[src/rtl/gs232c_align_pkg.sv]
// Shared definitions for the word alignment buffer.
//   cnt_t     : number of packets held (EMPTY / ONE / TWO)
//   PKT_WORDS : words per packet for the default N=2 configuration
//   pkt_words : words per packet for an arbitrary N
//   min_cnt   : clamp of an available-word count to the window width
package gs232c_align_pkg;

   typedef enum logic [1:0] {
      EMPTY = 2'd0,
      ONE   = 2'd1,
      TWO   = 2'd2
   } cnt_t;

   localparam int unsigned N_DEF     = 2;
   localparam int unsigned PKT_WORDS = 1 << N_DEF;

   function automatic int unsigned pkt_words(input int unsigned n);
      return 32'(1) << n;
   endfunction

   function automatic int unsigned min_cnt(input int unsigned avail, input int unsigned k);
      return (avail < k) ? avail : k;
   endfunction

endpackage

[src/rtl/gs232c_win_extract.sv]
// Window extraction: selects K consecutive words starting at word ptr of a
// 2^(N+1)-word concatenation and zeroes every word at index >= cnt.
// Ports:
//   win_in : {ent1, ent0}, word j at [j*W +: W]
//   ptr    : starting word offset into ent0
//   cnt    : number of valid words in the window
//   win    : K-word window, word 0 at [0 +: W]
module gs232c_win_extract #(
   parameter int unsigned N  = 2,
   parameter int unsigned K  = 4,
   parameter int unsigned W  = 32,
   parameter int unsigned CW = $clog2(K + 1)
) (
   input  logic [(W << (N + 1))-1:0] win_in,
   input  logic [N-1:0]              ptr,
   input  logic [CW-1:0]             cnt,
   output logic [W*K-1:0]            win
);

   localparam int unsigned TW = W << (N + 1);

   logic [TW-1:0] stg [0:N];
   logic          unused_hi;

   assign stg[0] = win_in;

   // Log shifter: level s moves the data down by 2^s words when ptr[s] is set.
   for (genvar s = 0; s < N; s++) begin : g_lvl
      assign stg[s+1] = ptr[s] ? (stg[s] >> (W << s)) : stg[s];
   end

   // Words beyond the window are never presented.
   assign unused_hi = ^stg[N][TW-1:W*K];

   always_comb begin
      win = '0;
      for (int i = 0; i < int'(K); i++) begin
         if (i < int'(cnt)) win[i*W +: W] = stg[N][i*W +: W];
      end
   end

endmodule

[src/rtl/gs232c_word_align_buf.sv]
// Two-entry fetch-packet alignment buffer. Holds up to two packets of 2^N
// words and presents a window of up to K words starting at any word offset,
// spanning into the second packet when needed.
//
//   state (cnt) | meaning
//   EMPTY       | no packet held, ptr is 0
//   ONE         | ent0 holds the head packet, ptr indexes into it
//   TWO         | ent0 head, ent1 next packet, window may span both
//
// Ports:
//   clock, reset        : clock, async active-high reset
//   flush               : synchronous clear, blocks acceptance
//   in_valid/in_ready   : packet handshake (in_ready depends on out_take)
//   in_data, in_start   : packet and first-word offset (used on empty only)
//   out_cnt, out_data   : window word count and zero-padded window
//   out_take            : words consumed this cycle (clamped to out_cnt)
module gs232c_word_align_buf
   import gs232c_align_pkg::*;
#(
   parameter int unsigned N  = 2,
   parameter int unsigned K  = 4,
   parameter int unsigned W  = 32,
   parameter int unsigned CW = $clog2(K + 1)
) (
   input  logic              clock,
   input  logic              reset,
   input  logic              flush,
   input  logic              in_valid,
   output logic              in_ready,
   input  logic [(W<<N)-1:0] in_data,
   input  logic [N-1:0]      in_start,
   output logic [CW-1:0]     out_cnt,
   output logic [W*K-1:0]    out_data,
   input  logic [CW-1:0]     out_take
);

   localparam int unsigned PKT = pkt_words(N);
   localparam int unsigned PW  = W << N;
   localparam int unsigned AW  = N + 2;

   logic [PW-1:0] ent0;
   logic [PW-1:0] ent1;
   cnt_t          cnt;
   logic [N-1:0]  ptr;

   logic [AW-1:0] avail;
   logic [CW-1:0] take_eff;
   logic [N:0]    sum;
   logic          retire;
   logic          acc;
   logic [1:0]    rem;

   always_comb begin
      case (cnt)
         ONE:     avail = AW'(PKT) - AW'(ptr);
         TWO:     avail = AW'(2 * PKT) - AW'(ptr);
         default: avail = '0;
      endcase
   end

   assign out_cnt  = CW'(min_cnt(32'(avail), K));
   assign take_eff = (out_take > out_cnt) ? out_cnt : out_take;
   assign sum      = {1'b0, ptr} + (N+1)'(take_eff);
   // Carry out of the offset means the head packet has been fully consumed.
   assign retire   = sum[N];
   assign in_ready = ~flush & ((cnt != TWO) | retire);
   assign acc      = in_valid & in_ready;
   assign rem      = cnt - {1'b0, retire};

   always_ff @(posedge clock or posedge reset) begin
      if (reset) begin
         ent0 <= '0;
         ent1 <= '0;
         cnt  <= EMPTY;
         ptr  <= '0;
      end else if (flush) begin
         cnt <= EMPTY;
         ptr <= '0;
      end else begin
         if (retire) ent0 <= ent1;
         // A packet landing in an empty (or emptying) buffer becomes the head.
         if (acc) begin
            if (rem == 2'd0) ent0 <= in_data;
            else             ent1 <= in_data;
         end
         cnt <= cnt_t'(rem + {1'b0, acc});
         ptr <= (acc && rem == 2'd0) ? in_start : sum[N-1:0];
      end
   end

   gs232c_win_extract #(
      .N  (N),
      .K  (K),
      .W  (W),
      .CW (CW)
   ) u_win (
      .win_in ( 
         {ent1, ent0}),
      .ptr    (ptr),
      .cnt    (out_cnt),
      .win    (out_data)
   );

endmodule
[config.mk]
export PLATFORM = sky130hd
export DESIGN_NAME = gs232c_word_align_buf
export DESIGN_NICKNAME = d
export VERILOG_FILES = /design/src/rtl/gs232c_align_pkg.sv /design/src/rtl/gs232c_win_extract.sv /design/src/rtl/gs232c_word_align_buf.sv
export SDC_FILE = /design/constraint.sdc
export NUM_CORES = 1
export LEC_CHECK = 0
export CAP_MARGIN = 20
export CORE_ASPECT_RATIO = 1.1
export CORE_MARGIN = 4
export CORE_UTILIZATION = 25
export DETAILED_ROUTE_END_ITERATION = 6
export REMOVE_ABC_BUFFERS = 1
export SLEW_MARGIN = 10
export SYNTH_ARGS = -nofsm -noshare
export SYNTH_HDL_FRONTEND = slang
export SYNTH_SLANG_ARGS = --single-unit
[constraint.sdc]
create_clock -name clock -period 8.9 [get_ports clock]
set_clock_uncertainty 0.15 [all_clocks]
set_input_delay 1.78 -clock clock [delete_from_list [all_inputs] [get_ports clock]]
set_output_delay 1.78 -clock clock [all_outputs]
set_load 0.03 [all_outputs]
==> impl_metrics.py, run 1 <==
metrics = {
    "finish": {
        "fin_nets": 1433,
        "regArea_sq_um": 6510,
        "syn_to_final_growth_pct": 31.6,
        "drive_gt1_frac": 0.377,
        "fillers": 5743,
        "multiInputGateArea_sq_um": 7880,
        "fin_util": 0.332,
    },
    "synth": {
        "synthXorXnorAreaFrac": 0.00178,
        "synth-edff-count": 0,
        "synth_most_common_cell": "dfrtp_1",
        "yosysSeqAreaShare": 0.441,
        "postSynthRegisterBits": 260,
        "ys.flop_type": "dfrtp_1",
        "syn_area_sq_um": 14800,
        "synthMuxAreaShare": 0.297,
        "post-synth-top-area-cell": "dfrtp_1",
        "ys_warn_count": 0,
        "synth_top_family_by_area": "multiplexers",
        "netlist_instances": 1065,
        "async_flop_share": 1.00,
        "synth_area_leaders": "dfrtp_1 44%, mux4_2 20%, mux2_2 9.9%, o221a_1 7.6%, or2_2 5.4%",
        "synth_compound_area_frac": 0.103,
        "synth-simple-area-share": 0.117,
        "yosysTopAreaCellShare": 0.441,
        "synth_common_cells": "260 x dfrtp_1, 130 x mux2_2, 128 x mux4_2, 128 x or2_2, 100 x o221a_1",
        "synthAdderAreaFrac": 0.00983,
        "synth_cell_types": 35,
        "avgSynthCellArea_sq_um": 13.9,
    },
    "route": {
        "wl_microns": 44600,
        "wl_per_cell_microns": 21.5,
        "viasPerCell": 5.04,
        "drc_errors": 0,
        "ant_nets": 0,
        "vias": 10429,
        "firstDrtPassIters": 4,
        "drtIter0Drc": 623,
    },
    "clock_network": {
        "cts_setup_buffers": 0,
        "cts-root-buf": "clkbuf_16",
        "cts.htree.levels": 2,
        "ctsResizeCount": 0,
        "cts_hold_buf": 0,
        "cts_inserted_buffers": 34,
        "clock_sinks": 260,
        "clk_pin_slew_ns": 0.06,
        "cts_tree": "built",
        "clk_latency_ns": 0.54,
        "cts_buffer_depth": 3,
    },
    "timing": {
        "hold_ws_ns": 0.346,
        "maxSlewViolCount": 0,
        "finalHoldViolCount": 0,
        "setup_violations": 0,
        "layout_min_cycle_time_ns": 7.35,
        "period_share": 0.826,
        "slew_headroom": 0.350,
        "totalNegativeSetupSlack_ns": 0,
        "setup_slack_ns": 1.55,
        "fmaxAchievable_ghz": 0.136,
        "rsz0062_at_grt": "no",
        "worst_pin_slew_ns": 0.976,
    },
    "run_status": {
        "status": "complete, no violations",
    },
    "grt": {
        "grt_pass1_wl_microns": 69200,
        "grt_max_degree": 129,
        "grt_use_total": 0.140,
        "grt_overflow": 0,
        "antenna_found_initial": 6,
        "grt_pass1_vias": 11165,
    },
    "placed_design": {
        "dp_slack_ns": 1.63,
        "port_buffers": 268,
        "place_congestion": 0.758,
        "dp_hpwl_microns": 27400,
    },
    "power": {
        "switchingPower_mw": 3.76,
        "clkPwrFrac": 0.157,
        "comb_power_share": 0.587,
        "switching_share": 0.404,
        "power.leakage_nw": 6.90,
        "peakVddDrop_mv": 0.301,
        "p_total_mw": 9.31,
        "seqPwrFrac": 0.256,
        "powerDensity_nw_per_um2": 479,
        "p_int_mw": 5.55,
    },
    "floorplanning": {
        "core.rowCount": 93,
        "start_util": 0.252,
        "dieArea_sq_um": 63000,
        "die_x_microns": 240,
        "core-area_sq_um": 58500,
        "io_pins": 269,
        "die_y_microns": 263,
    },
    "min_path": {
        "whs_path_depth": 1,
        "min_path_type": "register to register",
    },
    "worst_setup_path": {
        "crit_fanout": 39,
        "cp.arrival_ns": 5.42,
        "required_ns": 6.97,
        "critPathLaunchType": "register",
        "ff2ff_path_depth": 20,
        "crit_type": "register to output port",
        "end_kind": "output port",
    },
    "flow_run": {
        "drv_cap": 0,
    },
}
[registers in the layout, summed over array words and instances, names as in the netlist]
register,cells
ent1,128
ent0,128
cnt,2
ptr,2
[per-layer routing]
layer	vias up	routed length (microns)	track usage
met3	52	2520	0.0321
met5	-	37	0
met2	265	21700	0.227
li1	4539	-	-
met4	6	871	0.0330
met1	5567	19500	0.190
[logic make-up after synthesis]
family | Yosys count
simple gates | 280
flops | 260
buf+inv | 111
fa+ha+maj | 11
mux | 261
xor+xnor | 3
compound gates | 139
[per-stage QoR]
stage / instances / area [sq um]
2_1_floorplan: 967 / 14400
3_3_place_gp: 2009 / 18200
3_5_place_dp: 2009 / 18200
4_1_cts: 2070 / 19400
5_1_grt: 2070 / 19400
6_report: 2071 / 19400
[power groups by stage]
stage,sequential [mW],combinational [mW],clock [mW]
2_1_floorplan,2.29,3.98,0
3_3_place_gp,2.36,5.48,0
3_5_place_dp,2.40,5.54,0
4_1_cts,2.38,5.56,1.52
5_1_grt,2.48,5.84,1.56
6_report,2.38,5.47,1.46
[layout by cell type (no fill, tap or decap), drive strengths merged]
cell type / n
clkdlybuf4s50: 268
dfrtp: 260
mux2: 130
mux4: 128
or2: 128
o221a: 128
nor2b: 99
clkbuf: 50
and2: 33
buf: 14
inv: 13
ha: 10
nor2: 7
clkinv: 5
nand2: 4
bufinv: 4
mux2i: 3
a21oi: 3
nand2b: 2
xnor2: 2
and3: 2
nor3: 2
clkinvlp: 2
a211oi: 2
diode: 1
a32oi: 1
o21ai: 1
a21boi: 1
xor2: 1
o22ai: 1
nand3b: 1
a2111o: 1
nor3b: 1
nand3: 1
a31oi: 1
fa: 1
[path summary, 6_finish.rpt]
kind	startpoint	end	slack, ns
min in group asynchronous	reset	ent0[68]$_DFFE_PP0N_	1.67
worst min-delay path	ent1[121]$_DFFE_PP0P_	ent1[121]$_DFFE_PP0P_	0.35
worst min register to register	ent1[121]$_DFFE_PP0P_	ent1[121]$_DFFE_PP0P_	0.35
max in group asynchronous	reset	ent0[16]$_DFFE_PP0N_	5.25
worst max-delay path	ptr[1]$_DFF_PP0_	in_ready	1.55
worst max register to register	ptr[1]$_DFF_PP0_	ent0[102]$_DFFE_PP0N_	2.12
[cell type report]
class / instances / share of cell area
Multi-Input combinational cell: 694 / 0.406
Inverter: 13 / 0.00290
Clock inverter: 11 / 0.00824
Clock buffer: 50 / 0.0527
Tap cell: 760 / 0.0489
Sequential cell: 260 / 0.335
Timing Repair Buffer: 282 / 0.146
Antenna cell: 1 / 0.000129
[worst max-delay path, cell delays in order (launching register included)]
cell	delay [ns]
dfrtp_4	0.88
inv_1	0.20
ha_1	0.29
o22ai_2	0.26
nand3_1	0.18
ha_1	0.35
nand3b_1	0.11
a32oi_1	0.31
nand2_1	0.09
o21ai_0	0.10
ha_1	0.18
inv_1	0.05
fa_1	0.44
xnor2_1	0.55
and2_1	0.23
nor2_1	0.04
clkdlybuf4s50_1	0.62
(Power assumes the default switching activity.)
==> run 2, diff against run 1 <==
clock period = 6 ns   (was 8.9 ns; I/O delays follow)
==> run 2 against run 1 <==
Die area unchanged; global-route usage increased by 0.13 points; total power increased by 50%; first-iteration DRC count decreased by 21%; wire length increased by 0.14%; via count decreased by 0.24%; critical path type unchanged; largest power group unchanged.
==> impl_metrics.py, run 2 (synthesis gave the netlist of run 1 again) <==
metrics = {
    "finish": {
        "syn_to_final_growth_pct": 32.8,
        "reg_top3": "ent0: 128 flops, ent1: 128 flops",
        "multiInputGateArea_sq_um": 7880,
        "fillers": 5744,
        "regArea_sq_um": 6510,
        "layout_common_cells": "267 x clkdlybuf4s50_1, 258 x dfrtp_1, 130 x mux2_2, 128 x mux4_2, 128 x or2_2",
        "fin_nets": 1449,
        "final_common_cell": "clkdlybuf4s50_1",
        "drive_gt1_frac": 0.382,
    },
    "worst_setup_path": {
        "cp.arrival_ns": 4.35,
        "end_kind": "output port",
        "crit_fanout": 4,
        "critPathLaunchType": "register",
        "crit_type": "register to output port",
        "required_ns": 4.65,
    },
    "clock_network": {
        "clk_pin_slew_ns": 0.06,
        "ctsResizeCount": 1,
        "cts_inserted_buffers": 34,
        "cts_buffer_depth": 3,
        "clk_latency_ns": 0.53,
        "cts_setup_buffers": 0,
        "clock_sinks": 260,
        "cts_tree": "built",
        "cts-root-buf": "clkbuf_16",
        "cts.htree.levels": 2,
        "cts_hold_buf": 0,
    },
    "floorplanning": {
        "io_pins": 269,
        "core.rowCount": 93,
        "start_util": 0.252,
        "die_y_microns": 263,
        "core-area_sq_um": 58500,
        "dieArea_sq_um": 63000,
        "die_x_microns": 240,
    },
    "grt": {
        "grt_use_total": 0.141,
        "grt_pass1_vias": 11286,
        "grt_max_degree": 132,
        "grt_pass1_wl_microns": 70000,
        "grt_overflow": 0,
        "antenna_found_initial": 4,
    },
    "route": {
        "wl_microns": 44700,
        "wl_per_cell_microns": 21.4,
        "drtIter0Drc": 492,
        "firstDrtPassIters": 5,
        "drc_errors": 0,
        "viasPerCell": 4.99,
        "ant_nets": 0,
        "vias": 10404,
    },
    "timing": {
        "totalNegativeSetupSlack_ns": 0,
        "fmaxAchievable_ghz": 0.176,
        "setup_violations": 0,
        "rsz0062_at_grt": "no",
        "slew_headroom": 0.328,
        "finalHoldViolCount": 0,
        "worst_pin_slew_ns": 1.01,
        "hold_ws_ns": 0.347,
        "period_share": 0.949,
        "maxSlewViolCount": 0,
        "layout_min_cycle_time_ns": 5.70,
    },
    "power": {
        "powerDensity_nw_per_um2": 710,
        "p_total_mw": 13.9,
        "power.leakage_nw": 6.97,
        "peakVddDrop_mv": 0.453,
    },
    "flow_run": {
        "drv_cap": 0,
    },
    "placed_design": {
        "dp_hpwl_microns": 28100,
        "place_congestion": 0.772,
        "port_buffers": 268,
    },
    "min_path": {
        "min_path_type": "register to register",
    },
    "run_status": {
        "status": "complete, no violations",
    },
}
-- run 2: cell types whose count changed in the layout (fill, tap and decap cells not counted) --
cell / previous run / this run
clkbuf_8: 5 / 4
buf_4: 10 / 14
clkdlybuf4s50_1: 268 / 267
dlygate4sd2_1: 0 / 1
clkinvlp_4: 2 / 3
clkbuf_1: 8 / 10
bufinv_16: 4 / 1
clkinv_2: 5 / 3
diode_2: 1 / 2
buf_12: 4 / 16
clkinv_4: 0 / 1
-- run 2: worst max-delay path, cell delays in order (launching register included) --
cell and delay [ns]:
dfrtp_4 0.48, inv_1 0.13, ha_1 0.25, nand2b_1 0.09, o22ai_2 0.22, nand3_1 0.20, ha_1 0.36, nand3b_1 0.10
a32oi_1 0.27, nand2_1 0.09, o21ai_0 0.10, ha_1 0.18, inv_1 0.06, fa_1 0.44, xnor2_1 0.17, and2_1 0.18
nor2_1 0.09, dlygate4sd2_1 0.42
-- run 2: metal layers --
metal | vias up | GRT usage | wire (microns)
met5 | - | 0 | 34
met4 | 4 | 0.0348 | 942
met3 | 60 | 0.0391 | 2750
met2 | 263 | 0.228 | 21400
met1 | 5522 | 0.188 | 19500
li1 | 4555 | - | -
-- run 2: final timing paths --
kind	depth (start not counted)	slack, ns	from	to
max	17	0.30	ptr[1]$_DFF_PP0_	in_ready
min	1	0.35	ent1[118]$_DFFE_PP0P_	ent1[118]$_DFFE_PP0P_
min in group asynchronous	2	1.05	reset	ent1[68]$_DFFE_PP0P_
max reg2reg	24	0.42	ptr[1]$_DFF_PP0_	ent0[127]$_DFFE_PP0N_
max in group asynchronous	3	3.50	reset	ent0[56]$_DFFE_PP0N_
min reg2reg	1	0.35	ent1[118]$_DFFE_PP0P_	ent1[118]$_DFFE_PP0P_
-- run 2: report_power, final --
part / internal (mW) / switching (mW) / leakage [nW] / total (mW)
registers: 2.71 / 0.746 / 2.98 / 3.45
logic: 4.36 / 4.09 / 3.47 / 8.46
clock network: 1.22 / 0.805 / 0.527 / 2.02
-- run 2: final cells by class --
| cell class | count | area share |
|---|---|---|
| sequential | 260 | 0.332 |
| inverter | 13 | 0.00287 |
| multi-input combinational | 694 | 0.402 |
| tap | 760 | 0.0485 |
| clock buffer | 51 | 0.0519 |
| clock inverter | 8 | 0.00389 |
| timing repair buffer | 298 | 0.158 |
| antenna | 2 | 0.000255 |
-- run 2: stage by stage --
stage	instance area (sq um)	setup slack, ns	cells	utilization
3_3_place_gp	18500	0.331	2025	0.316
5_1_grt	19600	0.0192	2084	0.335
2_1_floorplan	14400	-12.50	967	-
3_5_place_dp	18500	0.195	2025	0.316
6_report	19600	0.304	2086	0.335
4_1_cts	19600	0.271	2084	0.335
